--- src/rtl/if_stage_pkg.sv ---
// Shared definitions for the instruction-fetch stage: bus widths, reset PC and
// the sequential-PC helper.
package if_stage_pkg;

    localparam int IF_TO_ID_BUS_WIDTH = 64;
    localparam int ID_TO_IF_BUS_WIDTH = 34;

    localparam logic [31:0] RESET_PC_DEFAULT = 32'h1c00_0000;

    // Next sequential fetch address; 32-bit modulo, so 0xFFFFFFFC wraps to 0.
    function automatic logic [31:0] seq_pc_of(input logic [31:0] pc);
        return pc + 32'd4;
    endfunction

endpackage

--- src/rtl/if_inst_buffer.sv ---
// One-entry holding register that keeps the fetched word stable while decode
// stalls; clear has priority over capture.
module if_inst_buffer (
    input  logic        clk,
    input  logic        reset,
    input  logic        capture,
    input  logic        clear,
    input  logic [31:0] din,
    output logic [31:0] dout,
    output logic        valid
);

    // Holding register and its valid flag; the data is left as-is on clear.
    always_ff @(posedge clk or negedge reset) begin
        if (!reset) begin
            dout  <= 32'd0;
            valid <= 1'b0;
        end else if (clear) begin
            valid <= 1'b0;
        end else if (capture) begin
            dout  <= din;
            valid <= 1'b1;
        end else begin
            valid <= valid;
        end
    end

endmodule

--- src/rtl/if_stage.sv ---
// Instruction-fetch stage: owns the PC, drives the synchronous instruction SRAM
// and hands {pc, inst} to decode. Optional counters under IF_PERF_CNT_EN.
module if_stage
    import if_stage_pkg::*;
#(
    parameter logic [31:0] RESET_PC = RESET_PC_DEFAULT
) (
    input  logic                          clk,
    input  logic                          reset,
    input  logic                          id_allow_in,
    output logic                          if_to_id_valid,
    input  logic [ID_TO_IF_BUS_WIDTH-1:0] id_to_if_bus,
    output logic [IF_TO_ID_BUS_WIDTH-1:0] if_to_id_bus,
    output logic                          inst_sram_en,
    output logic [3:0]                    inst_sram_we,
    output logic [31:0]                   inst_sram_addr,
    output logic [31:0]                   inst_sram_wdata,
    input  logic [31:0]                   inst_sram_rdata
`ifdef IF_PERF_CNT_EN
    ,
    output logic [31:0]                   fetch_cnt,
    output logic [31:0]                   stall_cnt
`endif
);

    logic        br_taken_s;
    logic [31:0] br_target_s;
    logic        unused_br_cancel_s;
    logic        pre_valid_r;
    logic        if_valid_r;
    logic [31:0] if_pc_r;
    logic [31:0] nextpc_s;
    logic        if_allow_in_s;
    logic        load_s;
    logic        capture_s;
    logic [31:0] inst_buf_s;
    logic        buf_valid_s;
    logic [31:0] if_inst_s;

    // br_taken_cancel is decode's own kill and has no effect on fetch.
    assign br_taken_s         = id_to_if_bus[33];
    assign br_target_s        = id_to_if_bus[32:1];
    assign unused_br_cancel_s = id_to_if_bus[0];

    assign nextpc_s      = br_taken_s ? br_target_s : seq_pc_of(if_pc_r);
    assign if_allow_in_s = !if_valid_r || id_allow_in;
    // A redirect fetches its target even while decode is stalled.
    assign load_s        = pre_valid_r && (if_allow_in_s || br_taken_s);
    assign capture_s     = if_valid_r && !buf_valid_s && !id_allow_in && !br_taken_s;

    // Pre-IF becomes valid on the first edge after reset release.
    always_ff @(posedge clk or negedge reset) begin
        if (!reset) begin
            pre_valid_r <= 1'b0;
        end else begin
            pre_valid_r <= 1'b1;
        end
    end

    // IF-stage PC and valid; RESET_PC-4 makes the first sequential fetch RESET_PC.
    always_ff @(posedge clk or negedge reset) begin
        if (!reset) begin
            if_valid_r <= 1'b0;
            if_pc_r    <= RESET_PC - 32'd4;
        end else if (load_s) begin
            if_valid_r <= 1'b1;
            if_pc_r    <= nextpc_s;
        end else begin
            if_valid_r <= if_valid_r;
            if_pc_r    <= if_pc_r;
        end
    end

    if_inst_buffer u_inst_buffer (
        .clk     (clk),
        .reset   (reset),
        .capture (capture_s),
        .clear   (load_s),
        .din     (inst_sram_rdata),
        .dout    (inst_buf_s),
        .valid   (buf_valid_s)
    );

    assign if_inst_s       = buf_valid_s ? inst_buf_s : inst_sram_rdata;
    assign if_to_id_valid  = if_valid_r && !br_taken_s;
    assign if_to_id_bus    = {if_pc_r, if_inst_s};
    assign inst_sram_en    = load_s;
    assign inst_sram_we    = 4'b0000;
    assign inst_sram_addr  = nextpc_s;
    assign inst_sram_wdata = 32'd0;

`ifdef IF_PERF_CNT_EN
    // Accepted handoffs and decode-stall cycles, both wrapping at 2^32.
    always_ff @(posedge clk or negedge reset) begin
        if (!reset) begin
            fetch_cnt <= 32'd0;
            stall_cnt <= 32'd0;
        end else begin
            fetch_cnt <= fetch_cnt + {31'd0, (if_to_id_valid && id_allow_in)};
            stall_cnt <= stall_cnt + {31'd0, (if_valid_r && !id_allow_in && !br_taken_s)};
        end
    end
`endif

endmodule

--- config.mk ---
export PLATFORM = sky130hd
export DESIGN_NAME = if_stage
export DESIGN_NICKNAME = d
export VERILOG_FILES = /design/src/rtl/if_stage_pkg.sv /design/src/rtl/if_inst_buffer.sv /design/src/rtl/if_stage.sv
export SDC_FILE = /design/constraint.sdc
export NUM_CORES = 1
export LEC_CHECK = 0
export BUFFER_PORTS_ARGS = -buffer_cell sky130_fd_sc_hd__buf_2
export CAP_MARGIN = 10
export CORE_MARGIN = 1
export CORE_UTILIZATION = 35
export CTS_BUF_LIST = sky130_fd_sc_hd__clkbuf_2
export DETAILED_ROUTE_END_ITERATION = 16
export GPL_ROUTABILITY_DRIVEN = 0
export PLACE_DENSITY = 0.68
export REMOVE_ABC_BUFFERS = 1
export SKIP_LAST_GASP = 1
export SYNTH_ARGS = -nofsm -noshare
export SYNTH_HDL_FRONTEND = slang
export SYNTH_SLANG_ARGS = --single-unit
--- constraint.sdc ---
create_clock -name clk -period 3.2 [get_ports clk]
set_input_delay 0.64 -clock clk [delete_from_list [all_inputs] [get_ports clk]]
set_output_delay 0.64 -clock clk [all_outputs]
set_load 0.01 [all_outputs]
# After elaboration in Yosys (flattened, before gate mapping)
# Index checks and enable logic that the tools add are counted.
[classes]
addsub = 1
mul = 0
n_div = 0
magnitude_cmp = 0
n_eq_ne = 0
shift = 0
n_mux = 4
n_bitwise = 1
reduce_logical = 13
[op_table]
columns = ["operator", "count"]
rows = [
  ["$mux W32", 2],
  ["$add A32 B3 Y32 const B", 1],
  ["$logic_and A1 B1 Y1", 5],
  ["$logic_not A1 Y1", 4],
  ["$logic_or A1 B1 Y1", 2],
  ["$mux W1", 2],
  ["$reduce_and A2 Y1", 1],
  ["$reduce_bool A2 Y1", 1],
  ["$not A1 Y1", 1],
]
[word_totals]
register_bits = 67
latch_bits = 0
ram_bits = 0
romBits = 0
output_inout_bits = 134
mem_count = 0

# Logic depth before layout (Yosys ltp)
# Gate-level depths: netlist (run 1).
[depth]
word_depth = 6
mapped_depth = 7
depth_no_buf = 6

# By module
# A second synthesis (run 1) with hierarchy kept.
[hier_totals]
cells_unflattened = 473
area_unflattened_um2 = 4754.6
[by_module_without_submodules]
columns = ["module", "instances", "cells_each", "area_each_um2", "seq_area_each_um2"]
rows = [
  ["if_stage", 1, 401, 3363.2, 883.3],
  ["if_inst_buffer", 1, 72, 1391.3, 825.8],
]

# Worst setup path before layout (run 1)
# OpenSTA, ideal clock, no wires.
[synth_timing]
path_type = "flip-flop to output port"
startpoint = "register if_pc_r[2]"
endpoint = "output port inst_sram_addr[30]"
arrival_time_ps = 2262
path_slack_ps = 298
path_stages_with_launch = 8
path_buffers = 1
path_cell_list = "dfstp_2 ha_1 nand4_1 or4_4 buf_6 or3_1 xor2_1 o21ai_1"
[synth_via]
elab_chain_cells = 2
[synth_lines]
columns = ["element", "line", "source"]
rows = [
  ["start, declared", "if_stage.sv:31", "logic [31:0] if_pc_r;"],
  ["start signal, assigned", "if_stage.sv:64", "if_pc_r <= RESET_PC - 32'd4;"],
  ["start signal, assigned", "if_stage.sv:67", "if_pc_r <= nextpc_s;"],
  ["start signal, assigned", "if_stage.sv:70", "if_pc_r <= if_pc_r;"],
  ["$add A32 B3 Y32", "if_stage_pkg.sv:12", "return pc + 32'd4;"],
  ["$mux W32", "if_stage.sv:45", "assign nextpc_s = br_taken_s ? br_target_s : seq_pc_of(if_pc_r);"],
  ["end, declared", "if_stage.sv:16", "output logic [31:0] inst_sram_addr,"],
]
# Every way passes these cells.

# Worst setup path after layout (run 1)
[layout_timing]
startpoint = "register if_pc_r[19]"
endpoint = "output port inst_sram_addr[30]"
# Same word-level chain as after synthesis.

==> run_results.csv, run 1 <==
group,metric,value,unit
synthesis,yosys_most_used_dff,"dfrtp_1",
worst_setup_path,crit_end,"inst_sram_addr[30]",
clock_network,cts_made_buffers,9,
drt,detail_route.first_pass.iterations,4,
floorplan,coreArea,12700,um2
drt,drc,0,
synthesis,synth_edf_count,0,
clock_network,cts_tree,"built",
worst_setup_path,end_kind,"output port",
synthesis,yosysWarnings,0,
grt,grt_pass1_vias,4080,
drt,ant_nets,0,
timing,min_period_over_period,107,%
timing,final-hold-violation-count,0,
worst_setup_path,crit_family,"simple AND/OR/NAND/NOR gates",
grt,grt-ovfl-total,0,
hold_path,hp-class,"primary input to async pin",
floorplan,die-area,13600,um2
timing,clock.fmax,292,MHz
synthesis,yosysUniqueCellTypes,57,
clock_network,cts_root_buf,"clkbuf_2",
clock_network,clk_latency,0.58,ns
floorplan,io_pins,203,
grt,grt_max_degree,51,
finish,drive_gt1_share,53.9,%
worst_setup_path,crit_start,"if_pc_r[19]",
run,maxCapViolCount,0,
clock_network,h-tree-depth,3,
timing,final_critical_path_setup_slack,-0.224,ns
power,p_total,2780,uW
finish,nNetsFinal,736,
worst_setup_path,crit_type,"register to output port",
timing,skew,0.0260,ns
worst_setup_path,critPathRequiredTime,2.56,ns
finish,fillCellCount,1241,
grt,antenna_found_initial,4,
synthesis,yosysTopAreaCellShare,22.3,%
synthesis,ys_seq_elements,67,
worst_setup_path,startpoint_type,"register",
worst_setup_path,r2r_setup_slack,0.82,ns
run_status,violations,"setup timing",
worst_setup_path,reg2reg_from,"if_pc_r[3]",
drt,drtIter0Drc,187,
synthesis,syn_area,4600,um2
drt,via_per_inst,5.03,
timing,hold-worst-slack,0.123,ns
synthesis,synth_cells,478,
finish,syn_to_final_growth,31.5,%
floorplan,initial_core_util,36.2,%
worst_setup_path,slowest_delay,0.63,ns
drt,wl_per_cell,15.3,um
floorplan,dieHeight,117,um
clock_network,clock_sinks,67,
timing,final_max_slew_viol_count,0,
timing,rsz0062_at_grt,"true",
synthesis,ys_async_sr_fraction,100,%
synthesis,yosysSeqAreaShare,37.1,%
power,p_per_area,459,nW/um2
timing,fin_setup_tns,-1.81,ns
placed_design,hpwl,8920,um
worst_setup_path,timing.rr.end,"if_pc_r[26]",
grt,track_usage,19.0,%
power,leakage,0.00276,uW
timing,period_minus_slack,3.42,ns
worst_setup_path,reg2regPathDepth,8,
clock_network,path_clk_slew,0.21,ns
worst_setup_path,path_cells,"nand2_1 -> or4_1 -> or3_4 -> xor2_1 -> o21ai_1 -> buf_2",
floorplan,dieWidth,117,um
timing,worstMarginPinSlew,0.775,ns
power,vdd_ir_drop_max,0.000262,V
clock_network,clk_path_buf_depth,2,
synthesis,syn_area_per_cell,9.62,um2
worst_setup_path,cp.buffers_inverters,1,
clock_network,ctsHoldBuffers,0,
run_status,status,"complete, but fails checks",
synthesis,yosys-top-cells-area,"dfrtp_1 (22%), mux2_2 (20%), dfstp_2 (15%)",
worst_setup_path,critPathSlowestCell,"dfstp_2",
drt,drt_wl_total,12900,um
placed_design,port_buffers,165,
synthesis,synth_largest_area_cell,"dfrtp_1",
grt,grt_pass1_wl,19800,um
drt,num_vias,4250,
finish,fin_util,47.6,%
timing,slew_headroom,48.3,%
floorplan,rows,41,
worst_setup_path,cp.depth,6,
timing,setup_viol,15,
worst_setup_path,crit_fanout,6,
worst_setup_path,worst_ep_arrival_time,2.78,ns
==> where the power goes <==
part / internal (uW) / switching, uW
Sequential: 1050 / 158
Combinational: 491 / 502
Clock: 250 / 333
Total: 1790 / 993
==> layout make-up <==
class	count	area (um2)	share of cell area (%)
diodes	2	5.00	0.0827
clock buffers	9	45.0	0.744
inverters	10	37.5	0.620
clock inverters	7	82.6	1.36
flip-flops and latches	67	1710	28.2
repair buffers	209	1210	20.1
multi-input cells	369	2740	45.3
well taps	172	215	3.56
==> through the flow <==
stage	std cells	setup slack [ns]	instance area [um2]
after global placement	798	0.185	5530
after floorplan	446	-1.00	4330
final	845	-0.224	6050
after CTS	830	-0.350	5890
after detailed placement	798	0.209	5530
after global routing	845	-0.356	6050
==> metal layers <==
metal | up-vias | routed length (um) | global-route usage (%)
li1 | 2010 | - | -
met1 | 2022 | 5550 | 22.9
met2 | 191 | 6020 | 30.3
met3 | 25 | 1000 | 5.55
met4 | 2 | 361 | 11.2
met5 | - | 8 | 0
==> cell families after synthesis <==
| group | count (synthesis) | share of synthesized area [%] |
|---|---|---|
| compound gates | 85 | 12.0 |
| fa+ha+maj | 1 | 0.272 |
| other cells | 2 | 0.163 |
| mux | 80 | 19.6 |
| flops | 67 | 37.1 |
| buf+inv | 77 | 9.49 |
| simple gates | 139 | 16.2 |
| xor+xnor | 27 | 5.14 |
==> timing repair <==
item | 4_1_cts | 5_1_grt
resized for setup | 20 | 12
setup endpoints to repair | 18 | 20
setup buffers | 16 | 13
pin swaps | 8 | 9
==> Yosys cell counts (9+ instances only) <==
cell type  number
a21oi_1        18
buf_4          36
clkbuf_1       24
dfrtp_1        41
dfstp_2        26
mux2_2         80
nand2_1        53
nand3_1        17
nor2_1         20
nor3_1          9
o21ai_0        18
xnor2_1        17
xor2_1         10
==> sequential cells by signal, summed over array words and instances (netlist names) <==
name and count:
u_inst_buffer.valid 1, if_valid_r 1, if_pc_r 32, pre_valid_r 1, u_inst_buffer.dout 32
==> placed cells by master (no fill, tap or decap), drive strengths merged, types with 6 or more instances in the layout <==
master,count
or4,6
o21ai,22
conb,37
and3,6
inv,8
xor2,10
nand4,7
xnor2,17
o21a,6
a21oi,18
o22ai,6
dfrtp,41
buf,209
dfstp,26
nor2,20
mux2,80
nand2,53
clkinv,7
clkbuf,9
nor3,11
nand3,18
nor4,7
==> worst min-delay path by stage <==
| stage | endpoint | depth (start not counted) |
|---|---|---|
| floorplan | if_pc_r[0] | 0 |
| global placement | if_pc_r[3] | 2 |
| detailed placement | if_pc_r[3] | 2 |
| CTS | u_inst_buffer.dout[9] | 1 |
| global route | u_inst_buffer.dout[6] | 1 |
| finish | u_inst_buffer.dout[9] | 1 |
(Power assumes the default switching activity.)
==> run 2, diff against run 1 <==
Settings changed: SLEW_MARGIN set to 10.
Clock period 3.2 ns to 4.3 ns, I/O delays scaled along.
==> run 2 against run 1 <==
  * The flow now finishes without violations
  * Cell area is 7.6% lower
  * Sequential cell count is the same
  * Worst setup slack better by 0.59 ns
  * Combinational power shrank 36%
  * Critical path type unchanged
  * Power is 28% lower
  * Largest cell class unchanged
  * Sequential power down 25%
  * Clock-buffer cell count did not move
==> run_results.csv, run 2 (synthesized netlist as in run 1, its figures left out) <==
group,metric,value,unit
drt,ant_nets,0,
clock_network,cts_root_buf,"clkbuf_2",
finish,final_cell_mix,"buf_2 (165), mux2_2 (80), nand2_1 (53), dfrtp_1 (41), conb_1 (37)",
grt,grt_pass1_vias,3765,
placed_design,hpwl,8570,um
drt,drt_wl_total,11800,um
drt,drc,0,
drt,wl_per_cell,14.5,um
worst_setup_path,end_kind,"output port",
timing,clock.fmax,254,MHz
clock_network,clk_latency,0.56,ns
timing,final_max_slew_viol_count,0,
grt,busiest_layer,"met2",
worst_setup_path,path_cells,"ha_1 -> nand4_1 -> or4_4 -> or3_1 -> xor2_1 -> o21ai_1 -> buf_2",
hold_path,hp-class,"primary input to async pin",
timing,fin_setup_tns,0,ns
run,maxCapViolCount,0,
finish,syn_to_final_growth,21.5,%
worst_setup_path,crit_fanout,8,
clock_network,cts-resized-gates,0,
floorplan,initial_core_util,36.2,%
floorplan,rows,41,
power,p_total,1990,uW
worst_setup_path,critPathSlowestCell,"or4_4",
grt,grt_util_met3,5.50,%
floorplan,die-area,13600,um2
clock_network,path_clk_slew,0.21,ns
timing,rsz0062_at_grt,"false",
timing,skew,0.0156,ns
worst_setup_path,crit_type,"register to output port",
power,p_per_area,357,nW/um2
grt,grt_max_degree,41,
clock_network,cts_setup_buffers,0,
clock_network,cts_tree,"built",
grt,use_met2,28.5,%
timing,worstMarginPinSlew,0.714,ns
drt,via_per_inst,4.95,
worst_setup_path,startpoint_type,"register",
grt,antenna_found_initial,1,
worst_setup_path,slowest_delay,0.63,ns
placed_design,port_buffers,165,
finish,drive_gt1_share,48.7,%
worst_setup_path,reg2regPathDepth,6,
drt,drtIter0Drc,142,
clock_network,clock_sinks,67,
grt,track_usage,17.8,%
drt,num_vias,4006,
floorplan,io_pins,203,
clock_network,h-tree-depth,3,
drt,detail_route.first_pass.iterations,4,
timing,min_period_over_period,91.5,%
power,vdd_ir_drop_max,0.000240,V
grt,grt_pass1_wl,18600,um
clock_network,ctsHoldBuffers,0,
timing,period_minus_slack,3.93,ns
floorplan,dieHeight,117,um
floorplan,coreArea,12700,um2
timing,setup_viol,0,
run_status,status,"completed",
finish,fillCellCount,1287,
finish,fin_util,43.9,%
finish,reg_top3,"if_pc_r x32, u_inst_buffer.dout x32",
worst_setup_path,critPathRequiredTime,3.44,ns
timing,slew_headroom,52.4,%
finish,nNetsFinal,701,
floorplan,dieWidth,117,um
worst_setup_path,worst_ep_arrival_time,3.07,ns
clock_network,cts_made_buffers,9,
grt,grt_use_met1,22.0,%
clock_network,clk_path_buf_depth,2,
timing,hold-worst-slack,0.319,ns
grt,grt-ovfl-total,0,
timing,final-hold-violation-count,0,
finish,final_common_cell,"buf_2",
power,leakage,0.00251,uW
-- run 2: cell types whose count changed in the layout (fill, tap and decap cells not counted), moves of 3 or more --
cell     delta
buf_12      -4
buf_4      -29
nand3_1     +5
nand3_4     -3
nor2_1      +3
nor2_4      -3
nor3_1      +4
nor3_4      -4
or4_1       +3
or4_4       -3
-- run 2: worst max-delay path: cells and delay by family (launching register included) --
kind	cells	cell delay, ns
buffers and inverters	1	0.16
and+or+nand+nor	3	1.16
adders and majority gates	1	0.26
DFF	1	0.62
AOI/OAI and AO/OA	1	0.17
xor gates and xnor gates	1	0.15
-- run 2: report_power, final --
part           internal, uW  leakage, uW  switching, uW  total, uW
Sequential              780     0.000754            132        912
Clock                   190    0.0000755            256        446
Combinational           316      0.00168            321        637
-- run 2: per-stage QoR --
| step | cell area, um2 | setup slack (ns) | std cells |
|---|---|---|---|
| after CTS | 5590 | 0.280 | 808 |
| final | 5590 | 0.365 | 809 |
| after global placement | 5450 | 0.999 | 792 |
| after detailed placement | 5450 | 0.969 | 792 |
| after global routing | 5590 | 0.178 | 808 |
| after floorplan | 4330 | -0.204 | 446 |
-- run 2: area by class of cell --
type,count,area [um2],area share (%)
flip-flops and latches,67,1710,30.6
inverters,10,37.5,0.671
repair buffers,174,893,16.0
well taps,172,215,3.85
clock buffers,9,45.0,0.806
multi-input cells,369,2590,46.4
diodes,1,2.50,0.0448
clock inverters,7,92.6,1.66
-- run 2: path summary, 6_finish.rpt --
path | slack [ns] | startpoint | endpoint
setup reg to reg | 1.88 | if_pc_r[2] | if_pc_r[26]
setup / recovery | 0.37 | if_pc_r[2] | inst_sram_addr[30]
hold reg to reg | 0.51 | if_pc_r[2] | if_pc_r[2]
max in group asynchronous | 2.98 | reset | u_inst_buffer.dout[5]
hold / removal | 0.32 | reset | if_pc_r[29]
min in group clk | 0.51 | if_pc_r[2] | if_pc_r[2]
-- run 2: per-layer routing --
layer / wire length, um / part of all wire, %
met5: 0 / 0
met4: 206 / 1.8
met3: 996 / 8.5
met2: 5350 / 45
met1: 5220 / 44
==> run 3, diff against run 2 <==
Settings changed: CORE_UTILIZATION 35 to 53, PLACE_DENSITY 0.68 to 0.94.
==> run 3 against run 2 <==
  * Sequential cell count unchanged
  * Power decreased by 2.6%
  * Clock skew increased by 0.015 ns
  * Hold slack improved by 0.035 ns
  * Largest power group unchanged
  * Register-to-register slack got worse by 0.03 ns
  * Sequential power about the same
  * Sequential share of layout area increased by 0.62 points
  * First-iteration DRC count increased by 85%
  * Clock-buffer cell count unchanged
  * Cell area decreased by 2.0%
  * Maximum frequency increased by 1.2%
  * Highest routed layer unchanged
  * Die area decreased by 33%
==> run_results.csv, run 3 (synthesized netlist as in run 1, its figures left out) <==
group,metric,value,unit
power,p_per_area,355,nW/um2
finish,syn_to_final_growth,19.1,%
finish,drive_gt1_share,48.7,%
clock_network,path_clk_slew,0.23,ns
placed_design,dp.cells,725,
worst_setup_path,startpoint_type,"register",
worst_setup_path,path_cells,"ha_1 -> nand4_1 -> or4_4 -> nor4_2 -> xnor2_1 -> o21ai_1 -> buf_2",
clock_network,cts_setup_buffers,0,
clock_network,clock_sinks,67,
floorplan,die-area,9060,um2
timing,fin_setup_tns,0,ns
clock_network,cts-resized-gates,0,
clock_network,clk_latency,0.51,ns
drt,drc,0,
timing,clock.fmax,257,MHz
drt,num_vias,4131,
run_status,status,"completed",
finish,instances_no_fill,741,
finish,fillCellCount,682,
worst_setup_path,critPathRequiredTime,3.44,ns
grt,antenna_found_initial,0,
grt,grt_pass1_vias,3940,
finish,fin_util,66.0,%
clock_network,clk_path_buf_depth,2,
worst_setup_path,crit_type,"register to output port",
timing,skew,0.0306,ns
clock_network,cts_made_buffers,9,
finish,seq_area,1710,um2
grt,track_usage,26.4,%
timing,period_minus_slack,3.89,ns
timing,final_max_slew_viol_count,0,
worst_setup_path,slowest_delay,0.63,ns
drt,drt_wl_total,11700,um
timing,hold-worst-slack,0.355,ns
floorplan,coreArea,8300,um2
clock_network,cts_root_buf,"clkbuf_2",
finish,reg_top3,"if_pc_r x32, u_inst_buffer.dout x32",
power,vdd_ir_drop_max,0.000219,V
worst_setup_path,crit_fanout,8,
finish,antennaDiodeCount,0,
floorplan,rows,33,
grt,grt-ovfl-total,0,
grt,grt_max_degree,44,
drt,via_per_inst,5.57,
placed_design,hpwl,8630,um
finish,multiInputGateArea,2590,um2
worst_setup_path,critPathSlowestCell,"or4_4",
grt,grt_pass1_wl,18400,um
finish,nNetsFinal,701,
floorplan,initial_core_util,55.4,%
floorplan,dieHeight,95.2,um
drt,drtIter0Drc,262,
timing,worstMarginPinSlew,0.710,ns
power,leakage,0.00250,uW
timing,final-hold-violation-count,0,
floorplan,dieWidth,95.2,um
hold_path,hp-class,"primary input to async pin",
floorplan,io_pins,203,
drt,detail_route.first_pass.iterations,4,
finish,final_cell_mix,"buf_2 (165), mux2_2 (80), nand2_1 (53), dfrtp_1 (41), conb_1 (37)",
timing,setup_viol,0,
clock_network,h-tree-depth,3,
clock_network,ctsHoldBuffers,0,
drt,wl_per_cell,15.7,um
finish,final_common_cell,"buf_2",
run,maxCapViolCount,0,
timing,rsz0062_at_grt,"false",
timing,slew_headroom,52.6,%
worst_setup_path,end_kind,"output port",
placed_design,port_buffers,165,
drt,ant_nets,0,
timing,min_period_over_period,90.5,%
clock_network,cts_tree,"built",
worst_setup_path,worst_ep_arrival_time,3.03,ns
-- run 3: cell type report --
type	count	area share (%)
clock buffers	9	0.822
inverters	10	0.685
repair buffers	174	16.3
clock inverters	7	1.23
flip-flops and latches	67	31.2
well taps	105	2.40
multi-input cells	369	47.4
-- run 3: metal layers --
| metal | up-vias | share of wire, % | track usage (%) |
|---|---|---|---|
| met4 | 0 | 1.7 | 9.22 |
| met1 | 1988 | 40 | 31.2 |
| li1 | 1945 | - | - |
| met5 | - | 0 | 0 |
| met3 | 17 | 7.3 | 6.62 |
| met2 | 181 | 51 | 46.3 |
-- run 3: worst paths after layout --
path,startpoint,depth (start not counted),slack [ns],endpoint
setup / recovery,if_pc_r[2],7,0.41,inst_sram_addr[28]
hold / removal,reset,1,0.35,if_pc_r[29]
setup reg to reg,if_pc_r[2],6,1.85,if_pc_r[28]
hold reg to reg,if_pc_r[2],2,0.51,if_pc_r[2]
max in group asynchronous,reset,2,2.95,if_pc_r[2]
min in group clk,if_pc_r[2],2,0.51,if_pc_r[2]
-- run 3: through the flow --
stage | setup WS (ns) | total power (uW) | cell area, um2
global placement | 1.05 | 1530 | 5370
CTS | 0.391 | 1950 | 5480
floorplan | -0.204 | 1290 | 4330
finish | 0.410 | 1940 | 5480
detailed placement | 1.01 | 1570 | 5370
global route | 0.194 | 2060 | 5480
-- run 3: where the power goes --
| group | total [uW] | leakage [uW] | switching, uW | internal, uW |
|---|---|---|---|---|
| Sequential | 913 | 0.000754 | 133 | 780 |
| Clock | 383 | 0.0000657 | 251 | 132 |
| Combinational | 647 | 0.00168 | 330 | 316 |
-- run 3: worst max-delay path: cells and delay by family (launching register included) --
| kind | cells | cell delay [ns] |
|---|---|---|
| AOI/OAI and AO/OA | 1 | 0.08 |
| xor gates and xnor gates | 1 | 0.20 |
| adders and majority gates | 1 | 0.26 |
| buffers and inverters | 1 | 0.15 |
| DFF | 1 | 0.62 |
| and+or+nand+nor | 3 | 1.22 |
